File: src/rtl/al_const_capture_pkg.sv
// Shared constants for the auto-load constant capture block: state encoding,
// error bit positions and default geometry of the parameter bank.
package al_const_capture_pkg;

    localparam int unsigned NWORDS_DEF = 34;
    localparam logic [15:0] HEADER_DEF = 16'hDCFE;

    typedef logic [1:0] cap_state_t;

    localparam cap_state_t ST_IDLE   = 2'd0;
    localparam cap_state_t ST_FILL   = 2'd1;
    localparam cap_state_t ST_CHECK  = 2'd2;
    localparam cap_state_t ST_COMMIT = 2'd3;

    localparam int ERR_MISSING  = 0;
    localparam int ERR_HEADER   = 1;
    localparam int ERR_CHECKSUM = 2;
    localparam int ERR_RANGE    = 3;

    // True when a 6-bit word index addresses a real slot of an nwords-deep bank.
    function automatic logic idxInRange(input logic [5:0] idx, input int unsigned nwords);
        return {26'd0, idx} < nwords;
    endfunction

endpackage

File: src/rtl/al_const_capture_if.sv
// Sequencer-to-capture handshake: control pulses plus the flash word stream.
interface al_const_capture_if;

    logic        al_start;
    logic        al_done;
    logic        al_abort;
    logic        bpi_load_data;
    logic [15:0] bpi_al_reg;
    logic [22:0] al_addr;

    modport master (
        output al_start, al_done, al_abort, bpi_load_data, bpi_al_reg, al_addr
    );

    modport slave (
        input al_start, al_done, al_abort, bpi_load_data, bpi_al_reg, al_addr
    );

endinterface

File: src/rtl/al_const_ram.sv
// NWORDS x 16 word store with one write port and one registered read port.
// Reads past the last word return zero; reset clears the whole array.
module al_const_ram
    import al_const_capture_pkg::*;
#(
    parameter int unsigned NWORDS = NWORDS_DEF
) (
    input  logic        clk,
    input  logic        rst_n,
    input  logic        we_i,
    input  logic [5:0]  waddr_i,
    input  logic [15:0] wdata_i,
    input  logic [5:0]  raddr_i,
    output logic [15:0] rdata_o
);

    logic [15:0] mem_q [NWORDS];
    logic [15:0] rdata_q;

    always_ff @(posedge clk or negedge rst_n) begin
        if (!rst_n) begin
            for (int i = 0; i < NWORDS; i++) begin
                mem_q[i] <= '0;
            end
        end else if (we_i && idxInRange(waddr_i, NWORDS)) begin
            mem_q[waddr_i] <= wdata_i;
        end
    end

    always_ff @(posedge clk or negedge rst_n) begin
        if (!rst_n) begin
            rdata_q <= '0;
        end else begin
            rdata_q <= idxInRange(raddr_i, NWORDS) ? mem_q[raddr_i] : 16'h0000;
        end
    end

    assign rdata_o = rdata_q;

endmodule

File: src/rtl/al_const_capture.sv
// Captures auto-loaded flash parameter words into a shadow bank, validates them
// (coverage, header, checksum) and only then copies them into the live bank.
module al_const_capture
    import al_const_capture_pkg::*;
#(
    parameter int unsigned NWORDS = NWORDS_DEF,
    parameter logic [15:0] HEADER = HEADER_DEF
) (
    input  logic               clk,
    input  logic               rst_n,
    al_const_capture_if.slave  seq,
    input  logic [5:0]         const_raddr_i,
    output logic [15:0]        const_rdata_o,
    output logic               const_valid_o,
    output logic               const_update_o,
    output logic               cap_busy_o,
    output logic [5:0]         cap_wcnt_o,
    output logic [3:0]         cap_err_o
);

    localparam logic [6:0] NW7   = 7'(NWORDS);
    localparam logic [6:0] LAST7 = 7'(NWORDS - 1);

    cap_state_t  state_q, state_d;
    logic [6:0]  cnt_q, cnt_d;
    logic [15:0] sum_q, sum_d;
    logic        hdrOk_q, hdrOk_d;
    logic [63:0] bitmap_q, bitmap_d;
    logic [5:0]  wcnt_q, wcnt_d;
    logic [3:0]  err_q, err_d;
    logic        valid_q, valid_d;
    logic        update_q, update_d;

    logic [5:0]  loadIdx;
    logic        shWe;
    logic [5:0]  shRaddr;
    logic [15:0] shRdata;
    logic        lvWe;
    logic        unusedAddrHi;

    assign loadIdx      = seq.al_addr[5:0];
    assign unusedAddrHi = ^seq.al_addr[22:6];

    // The shadow read port lags its address by a cycle. CHECK walks it with
    // cnt_q (sum lags one step, so CHECK spans NWORDS+1 cycles), while COMMIT
    // prefetches with cnt_d so live[cnt_q] is written with shadow[cnt_q].
    assign shRaddr = (state_d == ST_COMMIT) ? cnt_d[5:0] : cnt_q[5:0];
    assign lvWe    = (state_q == ST_COMMIT);

    always_comb begin
        state_d  = state_q;
        cnt_d    = cnt_q;
        sum_d    = sum_q;
        hdrOk_d  = hdrOk_q;
        bitmap_d = bitmap_q;
        wcnt_d   = wcnt_q;
        err_d    = err_q;
        valid_d  = valid_q;
        update_d = 1'b0;
        shWe     = 1'b0;
        case (state_q)
            ST_IDLE: begin
                if (seq.al_start) begin
                    state_d  = ST_FILL;
                    bitmap_d = '0;
                    wcnt_d   = '0;
                    err_d    = '0;
                end
            end
            ST_FILL: begin
                if (seq.al_abort) begin
                    state_d = ST_IDLE;
                end else begin
                    if (seq.bpi_load_data) begin
                        if (idxInRange(loadIdx, NWORDS)) begin
                            shWe              = 1'b1;
                            bitmap_d[loadIdx] = 1'b1;
                            if (!bitmap_q[loadIdx]) begin
                                wcnt_d = wcnt_q + 6'd1;
                            end
                        end else begin
                            err_d[ERR_RANGE] = 1'b1;
                        end
                    end
                    if (seq.al_done) begin
                        state_d = ST_CHECK;
                        cnt_d   = '0;
                        sum_d   = '0;
                    end
                end
            end
            ST_CHECK: begin
                if (seq.al_abort) begin
                    state_d = ST_IDLE;
                end else begin
                    cnt_d = cnt_q + 7'd1;
                    if (cnt_q != 7'd0) begin
                        sum_d = sum_q + shRdata;
                    end
                    if (cnt_q == 7'd1) begin
                        hdrOk_d = (shRdata == HEADER);
                    end
                    if (cnt_q == NW7) begin
                        err_d[ERR_MISSING]  = ~&bitmap_q[NWORDS-1:0];
                        err_d[ERR_HEADER]   = ~hdrOk_q;
                        err_d[ERR_CHECKSUM] = (sum_d != 16'h0000);
                        if (err_d != 4'b0000) begin
                            state_d = ST_IDLE;
                        end else begin
                            state_d = ST_COMMIT;
                            cnt_d   = '0;
                            valid_d = 1'b0;
                        end
                    end
                end
            end
            ST_COMMIT: begin
                cnt_d = cnt_q + 7'd1;
                if (cnt_q == LAST7) begin
                    state_d  = ST_IDLE;
                    valid_d  = 1'b1;
                    update_d = 1'b1;
                end
            end
            default: begin
                state_d = ST_IDLE;
            end
        endcase
    end

    always_ff @(posedge clk or negedge rst_n) begin
        if (!rst_n) begin
            state_q  <= ST_IDLE;
            cnt_q    <= '0;
            sum_q    <= '0;
            hdrOk_q  <= 1'b0;
            bitmap_q <= '0;
            wcnt_q   <= '0;
            err_q    <= '0;
            valid_q  <= 1'b0;
            update_q <= 1'b0;
        end else begin
            state_q  <= state_d;
            cnt_q    <= cnt_d;
            sum_q    <= sum_d;
            hdrOk_q  <= hdrOk_d;
            bitmap_q <= bitmap_d;
            wcnt_q   <= wcnt_d;
            err_q    <= err_d;
            valid_q  <= valid_d;
            update_q <= update_d;
        end
    end

    al_const_ram #(.NWORDS(NWORDS)) u_shadow (
        .clk     (clk),
        .rst_n   (rst_n),
        .we_i    (shWe),
        .waddr_i (loadIdx),
        .wdata_i (seq.bpi_al_reg),
        .raddr_i (shRaddr),
        .rdata_o (shRdata)
    );

    al_const_ram #(.NWORDS(NWORDS)) u_live (
        .clk     (clk),
        .rst_n   (rst_n),
        .we_i    (lvWe),
        .waddr_i (cnt_q[5:0]),
        .wdata_i (shRdata),
        .raddr_i (const_raddr_i),
        .rdata_o (const_rdata_o)
    );

    assign const_valid_o  = valid_q;
    assign const_update_o = update_q;
    assign cap_busy_o     = (state_q != ST_IDLE);
    assign cap_wcnt_o     = wcnt_q;
    assign cap_err_o      = err_q;

endmodule

File: src/flat_wrapper.sv
// flat-port wrapper written by rule: the top's interface ports become plain ports
module al_const_capture_flat import al_const_capture_pkg::*;
#(
    parameter int unsigned NWORDS = NWORDS_DEF,
    parameter logic [15:0] HEADER = HEADER_DEF
)
  (clk, rst_n, const_raddr_i, const_rdata_o, const_valid_o, const_update_o, cap_busy_o, cap_wcnt_o, cap_err_o, seq_al_start, seq_al_done, seq_al_abort, seq_bpi_load_data, seq_bpi_al_reg, seq_al_addr);
  al_const_capture_if seq_i ();
  input  logic clk;
  input  logic rst_n;
  input  logic [5:0] const_raddr_i;
  output logic [15:0] const_rdata_o;
  output logic const_valid_o;
  output logic const_update_o;
  output logic cap_busy_o;
  output logic [5:0] cap_wcnt_o;
  output logic [3:0] cap_err_o;
  input wire logic [$bits(seq_i.al_start)-1:0] seq_al_start;
  input wire logic [$bits(seq_i.al_done)-1:0] seq_al_done;
  input wire logic [$bits(seq_i.al_abort)-1:0] seq_al_abort;
  input wire logic [$bits(seq_i.bpi_load_data)-1:0] seq_bpi_load_data;
  input wire logic [$bits(seq_i.bpi_al_reg)-1:0] seq_bpi_al_reg;
  input wire logic [$bits(seq_i.al_addr)-1:0] seq_al_addr;
  assign seq_i.al_start = seq_al_start;
  assign seq_i.al_done = seq_al_done;
  assign seq_i.al_abort = seq_al_abort;
  assign seq_i.bpi_load_data = seq_bpi_load_data;
  assign seq_i.bpi_al_reg = seq_bpi_al_reg;
  assign seq_i.al_addr = seq_al_addr;
  al_const_capture #(.NWORDS(NWORDS), .HEADER(HEADER)) u_core (.clk(clk), .rst_n(rst_n), .seq(seq_i), .const_raddr_i(const_raddr_i), .const_rdata_o(const_rdata_o), .const_valid_o(const_valid_o), .const_update_o(const_update_o), .cap_busy_o(cap_busy_o), .cap_wcnt_o(cap_wcnt_o), .cap_err_o(cap_err_o));
endmodule
File: config.mk
export PLATFORM = sky130hd
export DESIGN_NAME = al_const_capture_flat
export DESIGN_NICKNAME = d
export VERILOG_FILES = /design/src/rtl/al_const_capture_pkg.sv /design/src/rtl/al_const_capture_if.sv /design/src/rtl/al_const_ram.sv /design/src/rtl/al_const_capture.sv /design/src/flat_wrapper.sv
export SDC_FILE = /design/constraint.sdc
export NUM_CORES = 2
export LEC_CHECK = 0
export CAP_MARGIN = 20
export CORE_MARGIN = 8
export CORE_UTILIZATION = 46
export DETAILED_ROUTE_END_ITERATION = 8
export PLACE_DENSITY = 0.63
export RECOVER_POWER = 100
export SETUP_SLACK_MARGIN = 0.5
export SLEW_MARGIN = 20
export SYNTH_ARGS = -nofsm -noshare
export SYNTH_HDL_FRONTEND = slang
export SYNTH_SLANG_ARGS = --single-unit
File: constraint.sdc
create_clock -name clk -period 4.2 [get_ports clk]
set_clock_uncertainty 0.05 [all_clocks]
set_input_delay 0.63 -clock clk [delete_from_list [all_inputs] [get_ports clk]]
set_output_delay 0.63 -clock clk [all_outputs]
set_load 0.01 [all_outputs]
==> impl_metrics.env <==
export IMPL_cp_required_ns=4.73
export IMPL_finalSetupViolations=16
export IMPL_grt_max_degree=102
export IMPL_grt_pass1_vias=38268
export IMPL_worstMarginPinSlew_ns=3.09
export IMPL_start_kind="register"
export IMPL_hold_path_class="register to register"
export IMPL_boundaryPins=80
export IMPL_grt_first_pass_wirelength_um=244000
export IMPL_grtUsageMet2_pct=39.4
export IMPL_path_class="register to register"
export IMPL_syn_area_per_cell_um2=13.7
export IMPL_syn_to_final_growth_pct=18.8
export IMPL_cp_arrival_ns=5.10
export IMPL_finalMaxSlewViolations=521
export IMPL_dp_slack_ns=-0.821
export IMPL_power_density_mw_per_mm2=507
export IMPL_fin_crit_ns=4.57
export IMPL_worstHoldStart="u_core.u_live.mem_q[113]"
export IMPL_antenna_left=0
export IMPL_yosysSeqAreaShare_pct=53.8
export IMPL_rrSetupSlack_ns=-0.37
export IMPL_drive_gt1_share_pct=45.5
export IMPL_yosysTopAreaCellShare_pct=53.8
export IMPL_die_w_um=368
export IMPL_final_cell_area_mm2=0.0676
export IMPL_holdPathStages=2
export IMPL_use_met3_pct=3.58
export IMPL_maxCapViolCount=20
export IMPL_insertion_delay_ns=0.77
export IMPL_synth_top_area_cell="dfrtp_1"
export IMPL_die_area_mm2=0.135
export IMPL_yosysUniqueCellTypes=80
export IMPL_viasPerCell=5.89
export IMPL_start_util_pct=46.2
export IMPL_syn_nets=4233
export IMPL_synth_seq_cells=1222
export IMPL_cts_sinks=1222
export IMPL_core_region_area_mm2=0.123
export IMPL_antenna_found_initial=3
export IMPL_setup_ws_ns=-0.369
export IMPL_finalSetupTns_ns=-4.62
export IMPL_globalplace_congestion=0.882
export IMPL_violations="max-capacitance violations, max-slew violations, negative setup slack"
export IMPL_synth_edff_count=0
export IMPL_placed_area_mm2=0.0620
export IMPL_crit_reg2reg_launch="u_core.u_shadow.rdata_o[5]"
export IMPL_crit_fanout=7
export IMPL_cts_buffers=134
export IMPL_final_core_util_pct=54.9
export IMPL_rsz0062_at_grt="true"
export IMPL_synthTopCellsByArea="dfrtp_1, mux2_2, mux4_2"
export IMPL_cts_clk_slew_worst_paths_ns=0.06
export IMPL_grtUsageTotal_pct=23.4
export IMPL_final_hold_violation_count=0
export IMPL_peakVddDrop_v=0.000500
export IMPL_vias=36771
export IMPL_drtIter0Drc=2804
export IMPL_synthCells=4161
export IMPL_nets=4576
export IMPL_io_buffers=62
export IMPL_wl_per_cell_um=25.6
export IMPL_total_power_mw=34.2
export IMPL_top_usage_layer="met2"
export IMPL_drt_pass1_iterations=6
export IMPL_relSlewSlack_pct=-106
export IMPL_clockBufferDepth=3
export IMPL_grt_overflow=0
export IMPL_worst_setup_path_end_kind="register"
export IMPL_route_detailed_drc=0
export IMPL_finalCritPeriodShare_pct=109
export IMPL_cts_root_buf="clkbuf_16"
export IMPL_regToRegEndpoint="u_core.u_shadow.rdata_o[9]"
export IMPL_dp_final_hpwl_um=99900
export IMPL_cts_htree_levels=4
export IMPL_cts_tree="built"
export IMPL_p_leak_nw=32.7
export IMPL_ff2ff_path_depth=17
export IMPL_grt_use_met1_pct=30.3
export IMPL_min_to="u_core.u_live.mem_q[113]"
export IMPL_rows=129
export IMPL_syn_cell_area_mm2=0.0569
export IMPL_ys_warn_count=0
export IMPL_max_freq_ghz=0.219
export IMPL_synth_flop_cell="dfrtp_1"
export IMPL_async_flop_share_pct=100
export IMPL_routed_wl_um=159000
export IMPL_die_y_um=368
export IMPL_run_status="finished with violations"
-- kinds of logic after synthesis --
| group | Yosys count | share of synthesized area (%) |
|---|---|---|
| flops | 1222 | 53.8 |
| fa+ha+maj | 21 | 0.475 |
| compound gates | 490 | 6.09 |
| simple gates | 558 | 4.41 |
| buf+inv | 365 | 2.70 |
| xor+xnor | 17 | 0.262 |
| mux | 1488 | 32.3 |
-- area by class of cell --
type	count	area (um2)
tap	1637	2050
clock buffer	198	4060
fill	10133	55600
clock inverter	34	410
inverter	32	125
multi-input combinational	2574	25600
antenna	1	2.50
timing repair buffer	540	4740
sequential	1222	30600
-- flip-flops by register name, summed over array words and instances, names as in the netlist --
| signal | flops |
|---|---|
| u_core.bitmap_q | 64 |
| u_core.cap_err_o | 4 |
| u_core.cap_wcnt_o | 6 |
| u_core.cnt_q | 7 |
| u_core.const_update_o | 1 |
| u_core.const_valid_o | 1 |
| u_core.hdrOk_q | 1 |
| u_core.state_q | 2 |
| u_core.sum_q | 16 |
| u_core.u_live.mem_q | 544 |
| u_core.u_live.rdata_o | 16 |
| u_core.u_shadow.mem_q | 544 |
| u_core.u_shadow.rdata_o | 16 |
-- placed cells by master, fill, tap and decap left out, types with 10 or more instances in the layout --
| master | n |
|---|---|
| clkinv_2 | 17 |
| nor2_2 | 13 |
| buf_6 | 34 |
| mux2_2 | 1143 |
| clkbuf_2 | 22 |
| a31oi_1 | 12 |
| o22ai_1 | 42 |
| o211ai_1 | 51 |
| o21ai_0 | 49 |
| nor2_1 | 128 |
| and3_1 | 12 |
| clkdlybuf4s50_1 | 25 |
| buf_4 | 301 |
| mux2_4 | 20 |
| nand2b_1 | 11 |
| clkbuf_1 | 84 |
| nor3_1 | 17 |
| nand3_1 | 34 |
| buf_8 | 10 |
| dfrtp_1 | 1220 |
| nand2_1 | 234 |
| mux2i_1 | 149 |
| buf_12 | 40 |
| nand4_1 | 38 |
| ha_1 | 16 |
| a22oi_1 | 25 |
| a21oi_1 | 101 |
| a21o_1 | 16 |
| dlygate4sd3_1 | 31 |
| o22ai_2 | 15 |
| o2111ai_1 | 18 |
| o211a_1 | 16 |
| xor2_1 | 13 |
| o21ai_1 | 10 |
| clkbuf_16 | 142 |
| clkbuf_8 | 32 |
| mux4_2 | 161 |
| a22o_1 | 15 |
| inv_1 | 30 |
-- cell usage after synthesis (7+ instances only) --
cell type,count
a2111oi_0,18
a211oi_1,10
a21o_1,16
a21oi_1,104
a22o_1,15
a22oi_1,25
a31oi_1,12
a32o_1,7
and3_1,13
buf_1,25
buf_2,31
buf_4,21
clkbuf_1,250
dfrtp_1,1222
ha_1,20
inv_1,31
mux2_2,1161
mux2i_1,161
mux4_2,161
nand2_1,242
nand2b_1,13
nand3_1,37
nand4_1,38
nor2_1,145
nor3_1,20
nor4_1,7
o2111ai_1,22
o211a_1,16
o211ai_1,51
o21ai_0,56
o21ai_1,11
o22ai_1,60
o41a_1,7
or4_1,10
xor2_1,13
-- layer usage --
layer | up-vias | share of wire [%]
met1 | 19487 | 42
met4 | 2 | 4.0
met5 | - | 0.010
li1 | 16085 | -
met3 | 329 | 4.2
met2 | 868 | 50
-- worst max-delay path by stage --
stage          slack (ns)                    endpoint                       start  depth (start not counted)
6_report            -0.37  u_core.u_shadow.rdata_o[9]  u_core.u_shadow.rdata_o[5]                         17
3_5_place_dp        -0.82  u_core.u_shadow.rdata_o[0]  u_core.u_shadow.rdata_o[7]                         17
3_3_place_gp        -0.90  u_core.u_shadow.rdata_o[0]  u_core.u_shadow.rdata_o[7]                         17
2_1_floorplan        0.19  u_core.u_shadow.rdata_o[1]  u_core.u_shadow.rdata_o[0]                         15
5_1_grt             -0.51  u_core.u_shadow.rdata_o[9]  u_core.u_shadow.rdata_o[0]                         20
4_1_cts             -0.34  u_core.u_shadow.rdata_o[9]             u_core.sum_q[0]                         20
-- critical path, stage by stage (launching register included) --
cell      delay [ns]
dfrtp_1         0.39
buf_12          0.13
ha_1            0.29
or2_2           0.31
a31oi_1         0.22
a311oi_1        0.08
a221o_1         0.33
o41ai_4         0.38
buf_4           0.21
nand2_4         0.06
o31ai_4         0.40
o21a_4          0.30
buf_6           0.13
buf_12          0.14
nor2_2          0.08
a32oi_2         0.23
nand4_1         0.28
o211ai_1        0.33
-- through the flow --
step | instances | hold WS [ns]
after detailed placement | 5942 | 0.418
after global routing | 6237 | 0.452
after CTS | 6215 | 0.420
final | 6238 | 0.428
after global placement | 5941 | 0.407
after floorplan | 4161 | 0.284
-- timing repair --
| item | 4_1_cts | 5_1_grt |
|---|---|---|
| resized for setup | 138 | 77 |
| endpoints found under the hold margin | 85 | 0 |
| hold buffers | 1 | 0 |
| buffers inserted | 37 | 20 |
| pin swaps | 56 | 42 |
| gates cloned | 3 | 1 |
| setup endpoints to repair | 20 | 21 |
-- power by group --
group	total [mW]	leakage (nW)	internal [mW]	switching, mW
Clock	11.9	2.21	7.11	4.79
Combinational	9.48	13.5	4.35	5.13
Sequential	12.9	17.0	12.4	0.442
Total	34.2	32.7	23.9	10.4
Note: power is estimated with default switching activity, not from simulation.
